File: config.mk
export PLATFORM = sky130hd
export DESIGN_NAME = rpn_evaluator
export DESIGN_NICKNAME = d
export VERILOG_FILES = /design/src/rtl/rpn_pkg.sv /design/src/rtl/rpn_divider.sv /design/src/rtl/rpn_evaluator.sv
export SDC_FILE = /design/constraint.sdc
export NUM_CORES = 2
export LEC_CHECK = 0
export BUFFER_PORTS_ARGS = -buffer_cell sky130_fd_sc_hd__buf_2
export CAP_MARGIN = 20
export CORE_UTILIZATION = 45
export DETAILED_ROUTE_END_ITERATION = 8
export GPL_TIMING_DRIVEN = 1
export PLACE_DENSITY = 0.71
export SYNTH_ARGS = -nofsm -noshare
export SYNTH_HDL_FRONTEND = slang
export SYNTH_SLANG_ARGS = --single-unit
export TNS_END_PERCENT = 50
File: constraint.sdc
create_clock -name clk -period 11.4 [get_ports clk]
set_clock_uncertainty 0.05 [all_clocks]
set_input_delay 1.14 -clock clk [delete_from_list [all_inputs] [get_ports clk]]
set_output_delay 1.14 -clock clk [all_outputs]
set_load 0.1 [all_outputs]
File: src/rtl/rpn_pkg.sv
// Shared definitions for the RPN evaluator: token codes, error codes, FSM states
// and a token classifier used by the evaluator's decode stage.
package rpn_pkg;

  localparam logic [31:0] TOK_ADD = 32'h8000_000A;
  localparam logic [31:0] TOK_SUB = 32'h8000_000B;
  localparam logic [31:0] TOK_MUL = 32'h8000_000C;
  localparam logic [31:0] TOK_DIV = 32'h8000_000D;
  localparam logic [31:0] TOK_EQU = 32'h8000_000E;
  localparam logic [31:0] TOK_CLR = 32'h8000_000F;

  typedef enum logic [2:0] {
    ERR_NONE        = 3'd0,
    ERR_UNDERFLOW   = 3'd1,
    ERR_OVERFLOW    = 3'd2,
    ERR_DIV_ZERO    = 3'd3,
    ERR_BAD_END     = 3'd4,
    ERR_UNEXP_CLR   = 3'd5,
    ERR_TOKEN_LIMIT = 3'd6
  } err_e;

  typedef enum logic [2:0] {
    ST_IDLE,
    ST_FETCH,
    ST_DIV_WAIT,
    ST_DONE,
    ST_ERR
  } state_e;

  typedef enum logic [2:0] {
    TK_NUM,
    TK_ADD,
    TK_SUB,
    TK_MUL,
    TK_DIV,
    TK_EQU,
    TK_CLR
  } tok_e;

  // Anything that is not one of the six operator codes is an operand.
  function automatic tok_e classify(input logic [31:0] tok);
    tok_e kind;
    case (tok)
      TOK_ADD: kind = TK_ADD;
      TOK_SUB: kind = TK_SUB;
      TOK_MUL: kind = TK_MUL;
      TOK_DIV: kind = TK_DIV;
      TOK_EQU: kind = TK_EQU;
      TOK_CLR: kind = TK_CLR;
      default: kind = TK_NUM;
    endcase
    return kind;
  endfunction

endpackage

File: src/rtl/rpn_divider.sv
// Unsigned restoring divider, one quotient bit per cycle. The first bit is
// resolved in the start cycle so done pulses exactly DATA_W cycles after start.
module rpn_divider #(
  parameter int DATA_W = 32
) (
  input  logic              clk,
  input  logic              rst_n,
  input  logic              start,
  input  logic [DATA_W-1:0] dividend,
  input  logic [DATA_W-1:0] divisor,
  output logic [DATA_W-1:0] quotient,
  output logic              done
);

  localparam int CNT_W = $clog2(DATA_W + 1);

  logic [DATA_W-1:0] r_rem;
  logic [DATA_W-1:0] r_quo;
  logic [DATA_W-1:0] r_dvs;
  logic [CNT_W-1:0]  r_cnt;
  logic              r_done;

  logic [DATA_W-1:0] w_src_rem;
  logic [DATA_W-1:0] w_src_quo;
  logic [DATA_W-1:0] w_src_dvs;
  logic [DATA_W:0]   w_trial;
  logic [DATA_W-1:0] w_nxt_rem;
  logic [DATA_W-1:0] w_nxt_quo;

  // One restoring step; on start it operates on the fresh operands directly.
  always_comb begin
    w_src_rem = start ? '0       : r_rem;
    w_src_quo = start ? dividend : r_quo;
    w_src_dvs = start ? divisor  : r_dvs;
    w_trial   = {w_src_rem, w_src_quo[DATA_W-1]};
    if (w_trial >= {1'b0, w_src_dvs}) begin
      w_nxt_rem = DATA_W'(w_trial - {1'b0, w_src_dvs});
      w_nxt_quo = {w_src_quo[DATA_W-2:0], 1'b1};
    end else begin
      w_nxt_rem = w_trial[DATA_W-1:0];
      w_nxt_quo = {w_src_quo[DATA_W-2:0], 1'b0};
    end
  end

  // NOTE: sequential state is updated with non-blocking assignments so every
  // register samples the pre-edge values, independent of statement order.
  always_ff @(posedge clk) begin
    if (!rst_n) begin
      r_rem  <= '0;
      r_quo  <= '0;
      r_dvs  <= '0;
      r_cnt  <= '0;
      r_done <= 1'b0;
    end else begin
      r_done <= 1'b0;
      if (start) begin
        r_rem <= w_nxt_rem;
        r_quo <= w_nxt_quo;
        r_dvs <= divisor;
        r_cnt <= CNT_W'(DATA_W - 1);
      end else if (r_cnt != '0) begin
        r_rem <= w_nxt_rem;
        r_quo <= w_nxt_quo;
        r_cnt <= r_cnt - CNT_W'(1);
        if (r_cnt == CNT_W'(1)) r_done <= 1'b1;
      end
    end
  end

  assign quotient = r_quo;
  assign done     = r_done;

endmodule

File: src/rtl/rpn_evaluator.sv
// Postfix evaluator draining the shunting-yard parser's output queue one token
// per FETCH cycle onto a register operand stack; DIV is handed to rpn_divider.
module rpn_evaluator
  import rpn_pkg::*;
#(
  parameter int DATA_W      = 32,
  parameter int STACK_DEPTH = 16,
  parameter int MAX_TOKENS  = 32
) (
  input  logic              clk,
  input  logic              rst_n,
  input  logic              start,
  input  logic [DATA_W-1:0] in_token,
  output logic              rd_en,
  output logic              busy,
  output logic              done,
  output logic [DATA_W-1:0] result,
  output logic              error,
  output logic [2:0]        err_code
);

  localparam int SP_W  = $clog2(STACK_DEPTH + 1);
  localparam int IDX_W = $clog2(STACK_DEPTH);
  localparam int CNT_W = $clog2(MAX_TOKENS + 1);

  state_e            r_state;
  state_e            w_next;
  logic [SP_W-1:0]   r_sp;
  logic [CNT_W-1:0]  r_count;
  logic [DATA_W-1:0] r_stack [STACK_DEPTH];
  logic [DATA_W-1:0] r_result;
  logic              r_error;
  err_e              r_err_code;

  tok_e              w_kind;
  logic              w_has2;
  logic              w_at_limit;
  logic [IDX_W-1:0]  w_top_idx;
  logic [IDX_W-1:0]  w_a_idx;
  logic [IDX_W-1:0]  w_b_idx;
  logic [DATA_W-1:0] w_a;
  logic [DATA_W-1:0] w_b;
  logic [DATA_W-1:0] w_alu;

  logic              w_push;
  logic              w_alu_wr;
  logic              w_div_start;
  logic              w_div_wr;
  logic              w_sp_dec;
  logic              w_res_load;
  logic              w_err_set;
  err_e              w_err_val;

  logic [DATA_W-1:0] w_quotient;
  logic              w_div_done;

  assign w_kind     = classify(32'(in_token));
  assign w_has2     = (r_sp >= SP_W'(2));
  assign w_at_limit = (r_count == CNT_W'(MAX_TOKENS - 1));

  // Operand addresses are only meaningful with two entries on the stack.
  assign w_top_idx = IDX_W'(r_sp);
  assign w_a_idx   = w_has2 ? IDX_W'(r_sp - SP_W'(2)) : '0;
  assign w_b_idx   = w_has2 ? IDX_W'(r_sp - SP_W'(1)) : '0;
  assign w_a       = r_stack[w_a_idx];
  assign w_b       = r_stack[w_b_idx];

  always_comb begin
    w_alu = '0;
    case (w_kind)
      TK_ADD:  w_alu = w_a + w_b;
      TK_SUB:  w_alu = w_a - w_b;
      TK_MUL:  w_alu = w_a * w_b;
      default: w_alu = '0;
    endcase
  end

  always_ff @(posedge clk) begin
    if (!rst_n) r_state <= ST_IDLE;
    else        r_state <= w_next;
  end

  // NOTE: every output of this block gets a default first, so no path can
  // leave a signal unassigned and infer a latch.
  always_comb begin
    w_next      = r_state;
    w_push      = 1'b0;
    w_alu_wr    = 1'b0;
    w_div_start = 1'b0;
    w_div_wr    = 1'b0;
    w_sp_dec    = 1'b0;
    w_res_load  = 1'b0;
    w_err_set   = 1'b0;
    w_err_val   = ERR_NONE;

    case (r_state)
      ST_IDLE: begin
        if (start) w_next = ST_FETCH;
      end

      ST_FETCH: begin
        case (w_kind)
          TK_NUM: begin
            if (r_sp == SP_W'(STACK_DEPTH)) begin
              w_err_set = 1'b1;
              w_err_val = ERR_OVERFLOW;
            end else if (w_at_limit) begin
              w_err_set = 1'b1;
              w_err_val = ERR_TOKEN_LIMIT;
            end else begin
              w_push = 1'b1;
            end
          end
          TK_ADD, TK_SUB, TK_MUL: begin
            if (!w_has2) begin
              w_err_set = 1'b1;
              w_err_val = ERR_UNDERFLOW;
            end else if (w_at_limit) begin
              w_err_set = 1'b1;
              w_err_val = ERR_TOKEN_LIMIT;
            end else begin
              w_alu_wr = 1'b1;
              w_sp_dec = 1'b1;
            end
          end
          TK_DIV: begin
            if (!w_has2) begin
              w_err_set = 1'b1;
              w_err_val = ERR_UNDERFLOW;
            end else if (w_b == '0) begin
              w_err_set = 1'b1;
              w_err_val = ERR_DIV_ZERO;
            end else if (w_at_limit) begin
              w_err_set = 1'b1;
              w_err_val = ERR_TOKEN_LIMIT;
            end else begin
              w_div_start = 1'b1;
              w_next      = ST_DIV_WAIT;
            end
          end
          TK_EQU: begin
            if (r_sp == SP_W'(1)) begin
              w_res_load = 1'b1;
              w_next     = ST_DONE;
            end else begin
              w_err_set = 1'b1;
              w_err_val = ERR_BAD_END;
            end
          end
          default: begin
            w_err_set = 1'b1;
            w_err_val = ERR_UNEXP_CLR;
          end
        endcase
        if (w_err_set) w_next = ST_ERR;
      end

      ST_DIV_WAIT: begin
        if (w_div_done) begin
          w_div_wr = 1'b1;
          w_sp_dec = 1'b1;
          w_next   = ST_FETCH;
        end
      end

      ST_DONE: w_next = ST_IDLE;
      ST_ERR:  w_next = ST_IDLE;
      default: w_next = ST_IDLE;
    endcase
  end

  // Error flags are written on the transition into ERR so they are already
  // valid in the cycle that carries the done pulse.
  always_ff @(posedge clk) begin
    if (!rst_n) begin
      r_sp       <= '0;
      r_count    <= '0;
      r_result   <= '0;
      r_error    <= 1'b0;
      r_err_code <= ERR_NONE;
    end else begin
      if (r_state == ST_IDLE && start) begin
        r_sp       <= '0;
        r_count    <= '0;
        r_error    <= 1'b0;
        r_err_code <= ERR_NONE;
      end
      if (r_state == ST_FETCH) r_count <= r_count + CNT_W'(1);
      if (w_push)              r_sp    <= r_sp + SP_W'(1);
      if (w_sp_dec)            r_sp    <= r_sp - SP_W'(1);
      if (w_res_load)          r_result <= r_stack[0];
      if (w_err_set) begin
        r_error    <= 1'b1;
        r_err_code <= w_err_val;
      end
    end
  end

  // NOTE: the operand stack is storage, not control state: it is never read
  // above sp, so it carries no reset and is simply overwritten by pushes.
  always_ff @(posedge clk) begin
    if (w_push)   r_stack[w_top_idx] <= in_token;
    if (w_alu_wr) r_stack[w_a_idx]   <= w_alu;
    if (w_div_wr) r_stack[w_a_idx]   <= w_quotient;
  end

  rpn_divider #(
    .DATA_W(DATA_W)
  ) u_divider (
    .clk     (clk),
    .rst_n   (rst_n),
    .start   (w_div_start),
    .dividend(w_a),
    .divisor (w_b),
    .quotient(w_quotient),
    .done    (w_div_done)
  );

  assign rd_en    = (r_state == ST_FETCH);
  assign busy     = (r_state != ST_IDLE);
  assign done     = (r_state == ST_DONE) || (r_state == ST_ERR);
  assign result   = r_result;
  assign error    = r_error;
  assign err_code = r_err_code;

endmodule
==> impl_metrics.tcl <==
set metrics [dict create \
    avgSynthCellArea_um2 9.691 \
    cp_slowest_cell "fa_1" \
    cts_sinks 665 \
    io_pins 74 \
    ys_top_cells_by_count "767 x nand2_1, 519 x nor2_1, 512 x edfxtp_1, 487 x inv_1, 410 x fa_1" \
    syn_nets 6088 \
    fin_nets 6209 \
    drtIter0Drc 6569 \
    synthCells 5443 \
    tritoncts "done" \
    place_inst 6989 \
    dr.pass1.iters 7 \
    critPathLaunch "r_sp[2]" \
    ant_nets 0 \
    worst_pin_slew_ns 1.136 \
    rsz0062_at_grt "no" \
    synth_area_leader_cell "edfxtp_1" \
    layout-drive-gt1-share 0.1290 \
    viasPerCell 6.348 \
    synth_compound_area_frac 0.1458 \
    dp_hpwl_mm 152.3 \
    startpoint_type "flip-flop" \
    grt_pass1_vias 43958 \
    path_class "flip-flop to flip-flop" \
    crit_end "r_stack[12][30]" \
    clk_latency_ns 0.70 \
    std_cell_rows 125 \
    antenna_found_initial 6 \
    r2r-start "r_sp[2]" \
    ys_top_cells_by_area "edfxtp_1 29%, fa_1 16%, dfxtp_1 5.8%, nand2_1 5.5%, ha_1 4.7%" \
    globalplace.congestion 1.025 \
    postPlaceCellArea_um2 56300 \
    yosysWarnings 0 \
    r2r_setup_slack_ns 0.47 \
    maxSlewHeadroom 0.2424 \
    post-route-min-period_ns 10.93 \
    synth_top_family_by_area "adder cells" \
    synthArstFlopShare 0 \
    fmax_mhz 91.53 \
    syn_area_um2 52750 \
    grt_pass1_wl_mm 306.0 \
    grt_max_degree 162 \
    muxShareOfSynthArea 0.05131 \
    dieWidth_um 344.4 \
    synth_enable_flop_cells 512 \
    area_growth_pct 12.13 \
    final-setup-viol-count 0 \
    grt_util_all_layers 0.3578 \
    final_cells 7151 \
    regToRegEndpoint "r_stack[12][30]" \
    yosysMostFrequentCell "nand2_1" \
    start_util 0.4539 \
    seq_area_frac_synth 0.3496 \
    r2r_cells 39 \
    cts_buffer_depth 3 \
    crit_fanout 38 \
    synthFlopType "edfxtp_1" \
    final_cell_area_um2 59140 \
    pre_cts_ws_ns 0.03989 \
    arrival_ns 11.41 \
    portBuffers 73 \
    cp-end-kind "flip-flop" \
    crit_top_cell "fa_1" \
    setup_tns_ns 0 \
    root_buffer "clkbuf_16" \
    overflow 0 \
    worst_path_largest_cell_delay_ns 0.58 \
    synthDominantCellAreaShare 0.2915 \
    synth.distinct_cells 101 \
    timing.final.crit_share 0.9584 \
    status "finished, final reports clean" \
    finalWirelength_mm 212.7 \
    hold_class "flip-flop to flip-flop" \
    synthAdderAreaFrac 0.2031 \
    hold_viol_final 0 \
    drv_slew 0 \
    die_height_um 344.4 \
    num_vias 45395 \
    drc 0 \
    synth-simple-area-share 0.1540 \
    ys_ff_latch 665 \
    cts.clk_slew.worst_paths_ns 0.06 \
    synth_xor_area_frac 0.02811 \
    fin_ws_ns 0.4743 \
    required_ns 11.88 \
    drv_cap 0 \
    cts_made_buffers 74 \
    fp.coreArea_um2 116200 \
    htreeDepth 3 \
    die_area_um2 118600 \
    drt-wirelength-per-cell_um 29.74 \
]
## worst min path at each step
stage / cells past startpoint / endpoint / from / slack (ns)
floorplan: 2 / u_divider.r_rem[0] / u_divider.r_rem[0] / 0.38
global placement: 2 / u_divider.r_rem[0] / u_divider.r_rem[0] / 0.39
detailed placement: 2 / u_divider.r_rem[0] / u_divider.r_rem[0] / 0.40
CTS: 2 / u_divider.r_rem[0] / u_divider.r_rem[0] / 0.41
global route: 2 / u_divider.r_rem[0] / u_divider.r_rem[0] / 0.44
finish: 2 / u_divider.r_rem[0] / u_divider.r_rem[0] / 0.41
## per-layer routing
layer,up-vias,global-route usage,routed length (µm)
met5,-,0,39
met2,3210,0.5325,90480
met3,637,0.09342,27860
met4,6,0.1648,11530
li1,19119,-,-
met1,22423,0.4874,82770
## area by class of cell
class	count	area, µm²
antenna	1	2.502
sequential	665	18440
inverter	502	1884
clock inverter	33	411.6
fill	10377	57060
tap	1524	1907
timing repair buffer	393	3251
multi-input combinational	3928	31150
clock buffer	105	2090
## state kept, by name, indices dropped and copies added, names as in the netlist
name / cells
u_divider.r_rem: 32
r_state: 3
u_divider.done: 1
result: 32
err_code: 3
u_divider.r_cnt: 6
error: 1
r_sp: 5
u_divider.r_dvs: 32
u_divider.quotient: 32
r_stack: 512
r_count: 6
## cell families after synthesis
kind of cell,count (synthesis)
AOI/OAI and AO/OA,1096
xor gates and xnor gates,159
adders and majority gates,610
buffers and inverters,850
DFF,665
muxes,231
and+or+nand+nor,1832
## metrics by stage
stage | util | hold slack, ns
detailed placement | 0.4845 | 0.4011
global placement | 0.4843 | 0.3943
floorplan | - | 0.3843
CTS | 0.5062 | 0.4086
finish | 0.5089 | 0.4071
global route | 0.5089 | 0.4387
## timing repair
action	CTS	global route
gates resized for setup	2	23
gates cloned	0	0
setup buffers	0	22
hold buffers	0	0
pin swaps	0	6
setup endpoints to repair	16	144
## cells in the final DEF (no fill, tap or decap), types with 26 or more instances in the layout
| cell type | Yosys | layout |
|---|---|---|
| or2_2 | 26 | 26 |
| nor3_1 | 65 | 62 |
| a31oi_1 | 45 | 42 |
| buf_12 | 1 | 37 |
| o21ai_0 | 154 | 132 |
| ha_1 | 200 | 199 |
| o211ai_1 | 30 | 30 |
| clkbuf_16 | 0 | 75 |
| xnor2_1 | 108 | 108 |
| fa_1 | 410 | 410 |
| and2_1 | 68 | 67 |
| a211o_1 | 34 | 34 |
| nor2_1 | 519 | 501 |
| a21oi_1 | 272 | 269 |
| mux2i_1 | 159 | 159 |
| dfxtp_1 | 153 | 152 |
| nand3_1 | 155 | 154 |
| a221oi_1 | 55 | 54 |
| a21boi_0 | 44 | 44 |
| mux4_2 | 27 | 27 |
| and3_1 | 29 | 28 |
| o22ai_1 | 38 | 37 |
| nand2b_1 | 30 | 30 |
| nand2_1 | 767 | 765 |
| o211a_1 | 70 | 70 |
| a211oi_1 | 40 | 37 |
| a22oi_1 | 27 | 27 |
| buf_4 | 40 | 280 |
| a21o_1 | 46 | 44 |
| xor2_1 | 44 | 44 |
| mux2_2 | 45 | 45 |
| buf_2 | 101 | 72 |
| nor2b_1 | 78 | 77 |
| inv_1 | 487 | 486 |
| edfxtp_1 | 512 | 512 |
## worst max-delay path: cells and delay by family (launching register included)
kind	cells	cell delay [ns]
mux	1	0.20
fa+ha+maj	10	4.45
simple gates	6	1.33
xor+xnor	1	0.28
compound gates	10	2.10
flops	1	0.31
buf+inv	11	1.99
Power is not shown: default switching activity piles up to over one toggle a cycle in this logic, so the estimate is an artifact.
